$ cat config.mk
export PLATFORM = sky130hd
export DESIGN_NAME = mux16_rr_arbiter_flat
export DESIGN_NICKNAME = d
export VERILOG_FILES = /design/src/rtl/mux16_rr_arbiter_if.sv /design/src/rtl/mux16_rr_arbiter.sv /design/src/flat_wrapper.sv
export SDC_FILE = /design/constraint.sdc
export NUM_CORES = 1
export LEC_CHECK = 0
export ABC_AREA = 0
export CORE_ASPECT_RATIO = 1.1
export CORE_MARGIN = 2
export CORE_UTILIZATION = 52
export DETAILED_ROUTE_END_ITERATION = 8
export GPL_ROUTABILITY_DRIVEN = 1
export PLACE_DENSITY = 0.82
export SLEW_MARGIN = 20
export SYNTH_ARGS = -nofsm -noshare
export SYNTH_HDL_FRONTEND = slang
export SYNTH_SLANG_ARGS = --single-unit
export TNS_END_PERCENT = 5
$ cat constraint.sdc
create_clock -name clk -period 4.48 [get_ports clk]
set_input_delay 0.896 -clock clk [delete_from_list [all_inputs] [get_ports clk]]
set_output_delay 0.896 -clock clk [all_outputs]
set_load 0.01 [all_outputs]
$ cat src/rtl/mux16_rr_arbiter_if.sv
// Request/data/grant bundle between the requesters and the 16:1 round-robin mux arbiter.
// The master side is the arbiter; the slave side is the requester population.
interface mux16_rr_arbiter_if #(
    parameter int N    = 16,
    parameter int SELW = 4
);
    logic [N-1:0]    req;
    logic [N-1:0]    d;
    logic [SELW-1:0] sel;
    logic [N-1:0]    gnt;
    logic            gnt_valid;
    logic            y;

    modport master (
        input  req,
        input  d,
        output sel,
        output gnt,
        output gnt_valid,
        output y
    );

    modport slave (
        output req,
        output d,
        input  sel,
        input  gnt,
        input  gnt_valid,
        input  y
    );
endinterface

$ cat src/rtl/mux16_rr_arbiter.sv
// Rotating-priority arbiter for a shared 16:1 mux: grants one requester for at most
// MAX_HOLD cycles, drives the select, and returns the selected data bit registered.
module mux16_rr_arbiter #(
    parameter int N        = 16,
    parameter int SELW     = 4,
    parameter int MAX_HOLD = 8,
    parameter int HCW      = 8
) (
    input  logic                  clk,
    input  logic                  rst,
    mux16_rr_arbiter_if.master    bus
);
    typedef enum logic {IDLE, GRANT} state_t;

    state_t          state_q, state_d;
    logic [SELW-1:0] ptr_q, ptr_d;
    logic [SELW-1:0] sel_q, sel_d;
    logic [HCW-1:0]  hold_q, hold_d;
    logic            gnt_valid_q, gnt_valid_d;
    logic            y_q, y_d;

    logic [N-1:0]    rot;
    logic [SELW-1:0] off;
    logic [SELW-1:0] winner;
    logic            release_now;

    // Requests rotated so that bit 0 is the requester at ptr; the index sum wraps mod 16.
    for (genvar gi = 0; gi < N; gi++) begin : g_rot
        assign rot[gi] = bus.req[SELW'(gi) + ptr_q];
    end

    always_comb begin
        off = '0;
        for (int i = N - 1; i >= 0; i--) begin
            if (rot[i]) off = SELW'(i);
        end
    end

    assign winner      = ptr_q + off;
    assign release_now = !bus.req[sel_q] || (hold_q == HCW'(MAX_HOLD - 1));

    always_comb begin
        state_d     = state_q;
        ptr_d       = ptr_q;
        sel_d       = sel_q;
        hold_d      = hold_q;
        gnt_valid_d = gnt_valid_q;
        y_d         = 1'b0;
        case (state_q)
            IDLE: begin
                if (|bus.req) begin
                    state_d     = GRANT;
                    sel_d       = winner;
                    gnt_valid_d = 1'b1;
                    hold_d      = '0;
                end
            end
            GRANT: begin
                y_d = bus.d[sel_q];
                if (release_now) begin
                    // sel is left on the last grantee; ptr moves just past it.
                    state_d     = IDLE;
                    gnt_valid_d = 1'b0;
                    ptr_d       = sel_q + 1'b1;
                end else begin
                    hold_d = hold_q + 1'b1;
                end
            end
            default: state_d = IDLE;
        endcase
    end

    always_ff @(posedge clk) begin
        if (rst) begin
            state_q     <= IDLE;
            ptr_q       <= '0;
            sel_q       <= '0;
            hold_q      <= '0;
            gnt_valid_q <= 1'b0;
            y_q         <= 1'b0;
        end else begin
            state_q     <= state_d;
            ptr_q       <= ptr_d;
            sel_q       <= sel_d;
            hold_q      <= hold_d;
            gnt_valid_q <= gnt_valid_d;
            y_q         <= y_d;
        end
    end

    for (genvar gi = 0; gi < N; gi++) begin : g_gnt
        assign bus.gnt[gi] = gnt_valid_q && (sel_q == SELW'(gi));
    end

    assign bus.sel       = sel_q;
    assign bus.gnt_valid = gnt_valid_q;
    assign bus.y         = y_q;
endmodule

$ cat src/flat_wrapper.sv
// flat-port wrapper written by rule: the top's interface ports become plain ports
module mux16_rr_arbiter_flat 
#(
    parameter int N        = 16,
    parameter int SELW     = 4,
    parameter int MAX_HOLD = 8,
    parameter int HCW      = 8
)
  (clk, rst, bus_req, bus_d, bus_sel, bus_gnt, bus_gnt_valid, bus_y);
  mux16_rr_arbiter_if #(.N(N), .SELW(SELW)) bus_i ();
  input  logic clk;
  input  logic rst;
  input wire logic [$bits(bus_i.req)-1:0] bus_req;
  input wire logic [$bits(bus_i.d)-1:0] bus_d;
  output wire logic [$bits(bus_i.sel)-1:0] bus_sel;
  output wire logic [$bits(bus_i.gnt)-1:0] bus_gnt;
  output wire logic [$bits(bus_i.gnt_valid)-1:0] bus_gnt_valid;
  output wire logic [$bits(bus_i.y)-1:0] bus_y;
  assign bus_i.req = bus_req;
  assign bus_i.d = bus_d;
  assign bus_sel = bus_i.sel;
  assign bus_gnt = bus_i.gnt;
  assign bus_gnt_valid = bus_i.gnt_valid;
  assign bus_y = bus_i.y;
  mux16_rr_arbiter #(.N(N), .SELW(SELW), .MAX_HOLD(MAX_HOLD), .HCW(HCW)) u_core (.clk(clk), .rst(rst), .bus(bus_i));
endmodule
==> results.txt <==
Status: finished, final reports clean
Synth warn: 0
Slew @ Worst Pin: 0.7899 ns
Synth-to-Final Area Change: 25.27%
Skew final: 0.003311 ns
Total track usage: 0.2378
Fin area: 3157 sq um
Setup Viol. Count Final: 0
Inserted Clock Buffers: 3
CTS tree: built
RSZ-0062 raised after global routing: no
Post-synthesis sequential area ratio: 0.1509
Clk sinks: 19
Via count: 2250
Residual DRC: 0
# diodes: 0
Pin count of the biggest net entering global routing: 24
Max Fclk: 243.6 MHz
Commonest non-fill, non-tap cell in the layout: clkdlybuf4s50_1
Cts repair resizes: 0
Setup TNS: 0 ns
Initial DRC count: 165
Reg2reg setup slack: 0.51 ns
Main synth FF type: dfxtp_1
Antenna-violating nets left: 0
Post-Syn Instances: 254
CTS clk-pin slew, worst paths: 0.07 ns
Net Count, Synth: 304
Synth cell types: 50
Vias in the first global route: 2147
Num ports: 56
DR pass1 iterations: 4
Hold Path Depth: 2
Wire length of the first global-routing pass: 10520 um
Worst-skew pair later-pin latency: 0.26 ns
Post-DP Area: 3110 sq um
Pwr/cell area: 468.6 nW/um^2
WL/cell: 17.06 um
Port Buf Inserts: 55
Fraction of registers with async set/reset: 0
Worst Path Arrival: 4.28 ns
Commonest non-fill, non-tap cells in the layout: clkdlybuf4s50_1, nor2_1, mux4_2
Non-filler cells, final: 359
Die X: 70.38 um
Antenna violations before repair: 0
Crit path required time: 4.65 ns
Max-Cap Viols: 0
Register bit count reported by yosys: 19
Dpl hpwl: 4710 um
FP Rows: 26
Leakage: 1.144 nW
Share of cells above drive strength 1: 0.1386
Pwr Total: 1.479 mW
Effective utilization at floorplan: 0.5417
Crit Path Max Fanout: 6
Die area: 5420 sq um
CP Launch Type: input pin
GRT Residual Overflow: 0
Hold WS: 0.5147 ns
Synth top area cells: mux4_2, dfxtp_1, mux4_1
Root buffer cell: clkbuf_8
Post-layout util: 0.6786
H-tree Lvls: 1
Post-CTS Setup Inserts: 0
Post-CTS Hold Buffers: 0
Routed vias/inst: 6.267
Nets: 354
R2R depth: 15
Die Y: 77.01 um
Post-route worst setup slack: 0.3754 ns
Yosys top cell by area: mux4_2
WL final: 6125 um
Fillers: 347
Inst Count DP: 355
Placer Congestion: 0.8621
HP Class: reg2reg
Post-synth top area share: 0.1787
Setup CP Type: in2reg
Fin crit period: 4.105 ns
Post-synth EDFFs: 0
Clk buf depth: 2
Hold Crit Start: u_core.hold_q[2]
R2r startpoint: u_core.ptr_q[1]
Avg Inst Size Synth: 9.921 sq um
Cell Area, Synth: 2520 sq um
Slew Viols, Final: 0
Final hold violations: 0
Worst R2R End: u_core.bus.sel[3]
Core Box Area: 4652 sq um
Worst slack at placement: 0.09337 ns
Max-slew headroom: 0.4727
Final period utilization: 0.9162
Hold Path End: u_core.hold_q[2]
Peak VDD IR: 0.2751 mV
CP endpoint kind: flip-flop
## cells in the mapped netlist, types with 2 or more instances
cell type	instances
nand3b_1	2
o21ai_0	7
a21boi_0	2
nor3_1	8
xor2_1	3
mux2_2	9
clkbuf_1	9
nor4_1	4
nand2b_1	2
xnor2_1	11
nor2b_1	2
or3_1	2
a211oi_1	5
mux4_1	14
o21a_1	2
nand2_1	12
a21oi_1	12
mux4_2	20
dfxtp_1	19
nor2_1	38
buf_2	3
and3_1	2
nand3_1	4
mux2i_1	7
a41oi_1	2
inv_1	14
ha_1	15
buf_1	2
## kinds of logic after synthesis
family                   synth area share
AND/OR/NAND/NOR                    0.1683
multiplexers                       0.3987
AO/OA/AOI/OAI                      0.1033
buffers and inverters             0.04766
flip-flops                         0.1509
adder cells (fa/ha/maj)           0.08242
XOR/XNOR                          0.04866
## worst max-delay path: stages
cell	delay [ns]
clkdlybuf4s50_1	0.51
mux4_1	0.62
mux4_1	0.56
o211ai_1	0.18
a31oi_1	0.10
o31ai_1	0.20
a211oi_1	0.13
ha_1	0.28
a21o_1	0.17
a21oi_1	0.16
xnor2_1	0.15
xnor2_1	0.10
a211oi_2	0.21
## layer usage
layer | share of wire | track usage
met1 | 0.43 | 0.3314
met2 | 0.52 | 0.3981
met3 | 0.042 | 0.03548
met4 | 0.0036 | 0.04038
met5 | 0 | 0
## worst max-delay path by stage
stage | start | endpoint | slack, ns | cells past startpoint
after floorplan | u_core.ptr_q[1] | u_core.bus.sel[3] | 0.36 | 17
after global placement | bus_req[11] | u_core.bus.sel[3] | 0.17 | 13
after detailed placement | bus_req[7] | u_core.bus.sel[3] | 0.09 | 13
after CTS | bus_req[7] | u_core.bus.sel[3] | 0.37 | 13
after global routing | bus_req[11] | u_core.bus.sel[3] | 0.16 | 13
final | bus_req[11] | u_core.bus.sel[3] | 0.38 | 13
## cell type report
cell class                      count  area [sq um]  share of cell area
Sequential cell                    19         380.4              0.1205
Clock inverter                      1         5.005            0.001585
Inverter                           14         52.55             0.01665
Timing Repair Buffer               60         588.1              0.1863
Tap cell                           56         70.07             0.02220
Clock buffer                        3         41.29             0.01308
Multi-Input combinational cell    206          2019              0.6397
## registers in the layout, indices dropped and copies added, names as in the netlist
register	count
u_core.bus.gnt_valid	1
u_core.bus.sel	4
u_core.bus.y	1
u_core.hold_q	8
u_core.ptr_q	4
u_core.state_q	1
## power breakdown
part	switching, mW	leakage [nW]	internal [mW]
combinational	0.521	0.964	0.566
clock	0.0569	0.0255	0.0619
sequential	0.0757	0.155	0.197
total	0.654	1.14	0.825
Note: power is estimated with default switching activity, not from simulation.
==> edit 1: new RTL, config.mk and constraints unchanged <==
`N` is set to 16 in 3 places; all go to 15.
--- a/src/rtl/mux16_rr_arbiter_if.sv
+++ b/src/rtl/mux16_rr_arbiter_if.sv
@@ -2,5 +2,5 @@
 // The master side is the arbiter; the slave side is the requester population.
 interface mux16_rr_arbiter_if #(
-    parameter int N    = 16,
+    parameter int N    = 15,
     parameter int SELW = 4
 );
--- a/src/rtl/mux16_rr_arbiter.sv
+++ b/src/rtl/mux16_rr_arbiter.sv
@@ -2,5 +2,5 @@
 // MAX_HOLD cycles, drives the select, and returns the selected data bit registered.
 module mux16_rr_arbiter #(
-    parameter int N        = 16,
+    parameter int N        = 15,
     parameter int SELW     = 4,
     parameter int MAX_HOLD = 8,
--- a/src/flat_wrapper.sv
+++ b/src/flat_wrapper.sv
@@ -2,5 +2,5 @@
 module mux16_rr_arbiter_flat 
 #(
-    parameter int N        = 16,
+    parameter int N        = 15,
     parameter int SELW     = 4,
     parameter int MAX_HOLD = 8,
Interface: changed (resized bus_d, bus_gnt and bus_req); port bits go from 56 to 53. The function was not compared with the original's and may differ.
==> edit 1 against the original RTL <==
  * Setup slack lost 140 ps
  * Sequential cell count is the same
  * Critical endpoint unchanged
  * Total power is 5.8% lower
  * Cell area is 2.0% lower
  * Highest routed layer unchanged
  * Synthesized area decreased by 5.3%
  * Routed wire length is 1.6% higher
==> edit 1: results (changes against the original RTL) <==
WP data arrival 4420 ps (was 4280 ps); DR WL met3 381 um (was 257 um); number of vias per cell 6.26 (was 6.27); met2 routed WL 3.17 mm (was 3.19 mm); share of cells above drive strength 1 0.163 (was 0.139); skew final 1.93 ps (was 3.31 ps); status completed (unchanged); GP Congestion 0.953 (was 0.862); Tot GR Track Use 0.260 (was 0.238); filler cell count 330 (was 347); Synth Area in Adders 0.0870 (was 0.0824); Hold EP u_core.hold_q[4] (was u_core.hold_q[2]); M1 GR Usage 0.309 (was 0.331); R2R depth 14 (was 15); Starting DRT DRC Count 90 (was 165); Compound-Gate Fraction of Synth Area 0.0991 (was 0.103); R2R Setup Slk 390 ps (was 510 ps); commonest cells in the netlist 38 x nor2_1, 21 x mux4_2, 19 x dfxtp_1, 18 x mux2i_1, 15 x ha_1 (was 38 x nor2_1, 20 x mux4_2, 19 x dfxtp_1, 15 x ha_1); post-synthesis sequential area ratio 0.159 (was 0.151); met2 usage 0.468 (was 0.398); clock power share 0.084 (was 0.080); top post-synthesis cells by area mux4_2 20%, dfxtp_1 16%, mux4_1 8.8%, ha_1 7.9%, mux2i_1 7.5% (was mux4_2 18%, dfxtp_1 15%, mux4_1 15%, ha_1 7.4%, nor2_1 5.7%); first-pass GRT wire length 10.0 mm (was 10.5 mm); Int Power 0.785 mW (was 0.825 mW); Cell Area, Placed 3040 um^2 (was 3110 um^2); Peak supply drop 0.272 mV (was 0.275 mV); worst setup path startpoint bus_req[3] (was bus_req[11]); CP delay by family, top compound AO/OA/AOI/OAI gates (was multiplexers); met1 wire length 2.55 mm (was 2.65 mm); final worst slack 237 ps (was 375 ps); Leak Pwr 1.09 nW (was 1.14 nW); Final HPWL DP 5.01 mm (was 4.71 mm); vias in the first global route 2,185 (was 2,147); Seq group 0.282 mW (was 0.273 mW); final wirelength 6.22 mm (was 6.13 mm); hold_sp u_core.hold_q[4] (was u_core.hold_q[2]); area share of xor/xnor cells in the synthesized design 0.0587 (was 0.0487); synth unique cells 42 (was 50)
-- edit 1: changes by cell type after synthesis, sizes merged, moves of 3 or more --
cell / change
mux2: -6
inv: -9
nand2: -3
mux4: -5
mux2i: +11
nand2b: +3
-- edit 1: logic make-up after synthesis --
kind of cell	after synthesis
fa+ha+maj	16
mux	51
xor+xnor	16
simple gates	88
compound gates	37
flops	19
buf+inv	19
-- edit 1: through the flow --
step | instances | hold WS, ps | utilization | total power, mW
after floorplan | 246 | 477 | - | 0.991
after global placement | 356 | 497 | 0.700 | 1.23
after detailed placement | 356 | 511 | 0.700 | 1.27
after CTS | 360 | 523 | 0.710 | 1.39
after global routing | 360 | 549 | 0.711 | 1.49
final | 360 | 517 | 0.711 | 1.39
-- edit 1: area by class of cell --
type,instances,share of cell area
clock buffers,4,0.0146
multi-input cells,208,0.623
repair buffers,70,0.212
inverters,5,0.00607
flip-flops and latches,19,0.123
well taps,54,0.0218
==> edit 2: new RTL, same settings <==
Without the edit above. Take the reset off `hold_q` and load it in a clocked block of its own.
--- a/src/rtl/mux16_rr_arbiter.sv
+++ b/src/rtl/mux16_rr_arbiter.sv
@@ -76,5 +76,4 @@
             ptr_q       <= '0;
             sel_q       <= '0;
-            hold_q      <= '0;
             gnt_valid_q <= 1'b0;
             y_q         <= 1'b0;
@@ -83,8 +82,11 @@
             ptr_q       <= ptr_d;
             sel_q       <= sel_d;
-            hold_q      <= hold_d;
             gnt_valid_q <= gnt_valid_d;
             y_q         <= y_d;
         end
+    end
+
+    always_ff @(posedge clk) begin
+        hold_q <= hold_d;
     end
 
Check against the original RTL: same outputs for any inputs over 10 cycles, from zero or initial values and one cycle with rst high; that may be too few to reach the edited logic, so the function may still have changed.
==> edit 2 against the original RTL <==
  * Setup slack worse by 84 ps
  * Sequential power is 33% higher
  * Synthesized area is 0.99% higher
  * First-iteration DRC count is 31% lower
  * Final cell count is 3.3% lower
  * Die area is 0.93% higher
  * Sequential cell count stayed put
  * Cell area is 0.59% higher
  * Routed wire length is 0.90% lower
  * Core utilization is 0.071 points lower
  * Total power is 20% higher
==> edit 2: results (changes against the original RTL) <==
status completed (unchanged); Clock Path Buffers 2 (unchanged); antenna cells 0 (unchanged); Starting DRT DRC Count 114 (was 165); Rel. slew slack 0.529 (was 0.473); final wirelength 6.07 mm (was 6.13 mm); commonest cells in the netlist 34 x nor2_1, 20 x mux4_2, 15 x ha_1, 14 x inv_1, 14 x mux4_1 (was 38 x nor2_1, 20 x mux4_2, 19 x dfxtp_1, 15 x ha_1); Ys Warns 0 (unchanged); met2 routed WL 3.01 mm (was 3.19 mm); DR WL met3 457 um (was 257 um); Syn Nets 292 (was 304); Top FF cell, synth dfxtp_1 (unchanged); top layer in use met4 (unchanged); total CTS buffers 3 (unchanged); WP data arrival 4310 ps (was 4280 ps); Async SR Flop Fraction 0 (unchanged); worst-path fanout max 6 (unchanged); Peak supply drop 0.259 mV (was 0.275 mV); Clock transition at path regs 70 ps (about the same); first-pass GRT wire length 10.4 mm (was 10.5 mm); Largest register FFs 8 (unchanged); Net count, final 342 (was 354); Hold Crit Class reg2reg (unchanged); post-synthesis sequential area ratio 0.181 (was 0.151); Final Instance Count excl. Fillers 347 (was 359); most flop-heavy register u_core.hold_q (unchanged); Post-Syn Instances 242 (was 254); clk_lat worst skew 260 ps (about the same); Root Buffer clkbuf_8 (unchanged); post-cts sizing count 0 (unchanged); number of synthesized flops with an enable pin 8 (was 0); largest net degree at the start of global routing 24 (unchanged); share of cells above drive strength 1 0.148 (was 0.139); Cell Pwr Density 559 nW/um^2 (was 469 nW/um^2); synth unique cells 45 (was 50); final setup violation count 0 (unchanged); 1st-pass router iterations 5 (was 4); Leak Pwr 1.17 nW (was 1.14 nW); H-tree levels 1 (unchanged); filler cell count 361 (was 347); GP Congestion 0.865 (was 0.862); Tot GR Track Use 0.231 (was 0.238); initial antenna violation count 0 (unchanged); Port Buffer Count 55 (unchanged); Final HPWL DP 4.75 mm (was 4.71 mm); met1 wire length 2.53 mm (was 2.65 mm); number of vias per cell 6.32 (was 6.27); Post-CTS Setup Bufs 0 (unchanged); top post-synthesis cells by area mux4_2 18%, mux4_1 14%, edfxtp_1 9.4%, dfxtp_1 8.7%, ha_1 7.4% (was mux4_2 18%, dfxtp_1 15%, mux4_1 15%, ha_1 7.4%, nor2_1 5.7%); vias in the first global route 2,156 (was 2,147); skew final 1.54 ps (was 3.31 ps)
==> edit 2: final cells by class <==
type,instances,area share
clock buffer,3,0.0130
clock inverter,1,0.00158
inverter,14,0.0165
multi-input combinational,195,0.619
sequential,19,0.145
tap,56,0.0221
timing repair buffer,59,0.183
==> edit 2: per-stage QoR <==
stage / power (mW) / hold slack, ps / util / area (um^2) / worst slack, ps
after floorplan: 1.33 / 552 / - / 2540 / 368
after global placement: 1.60 / 549 / 0.669 / 3130 / 103
after detailed placement: 1.64 / 555 / 0.669 / 3130 / -21.2
after CTS: 1.77 / 567 / 0.678 / 3180 / 255
after global routing: 1.93 / 616 / 0.678 / 3180 / 4.14
final: 1.77 / 569 / 0.678 / 3180 / 291
==> edit 2: logic make-up after synthesis <==
group,synth area share
DFF,0.181
and+or+nand+nor,0.161
xor gates and xnor gates,0.0619
muxes,0.391
buffers and inverters,0.0457
AOI/OAI and AO/OA,0.0777
adders and majority gates,0.0816
==> edit 2: report_power, final <==
| part | switching (mW) | leakage (nW) | internal [mW] |
|---|---|---|---|
| clock | 0.0578 | 0.0255 | 0.0619 |
| combinational | 0.634 | 0.965 | 0.659 |
| sequential | 0.109 | 0.180 | 0.254 |
| total | 0.800 | 1.17 | 0.975 |
==> edit 2: worst paths after layout <==
check	from	cells after the start	slack [ps]	endpoint
worst min-delay path	u_core.bus.gnt_valid	2	570	u_core.bus.gnt_valid
worst min register to register	u_core.bus.gnt_valid	2	570	u_core.bus.gnt_valid
worst max-delay path	bus_req[15]	13	290	u_core.bus.sel[3]
worst max register to register	u_core.ptr_q[1]	15	510	u_core.bus.sel[3]
==> edit 2: worst max-delay path, cell delays in order <==
cell and delay, ps:
clkdlybuf4s50_1 490, mux4_1 620, mux4_1 560, o211ai_1 210
a31oi_1 110, o31ai_1 240, a211oi_2 130, ha_1 280
a21o_1 170, a21oi_1 170, xnor2_1 150, xnor2_1 170
a211oi_2 100
==> edit 2: per-layer routing <==
| metal | vias to the layer above | GRT usage |
|---|---|---|
| li1 | 1018 | - |
| met5 | - | 0 |
| met3 | 7 | 0.0416 |
| met1 | 1070 | 0.318 |
| met4 | 0 | 0.0509 |
| met2 | 99 | 0.381 |
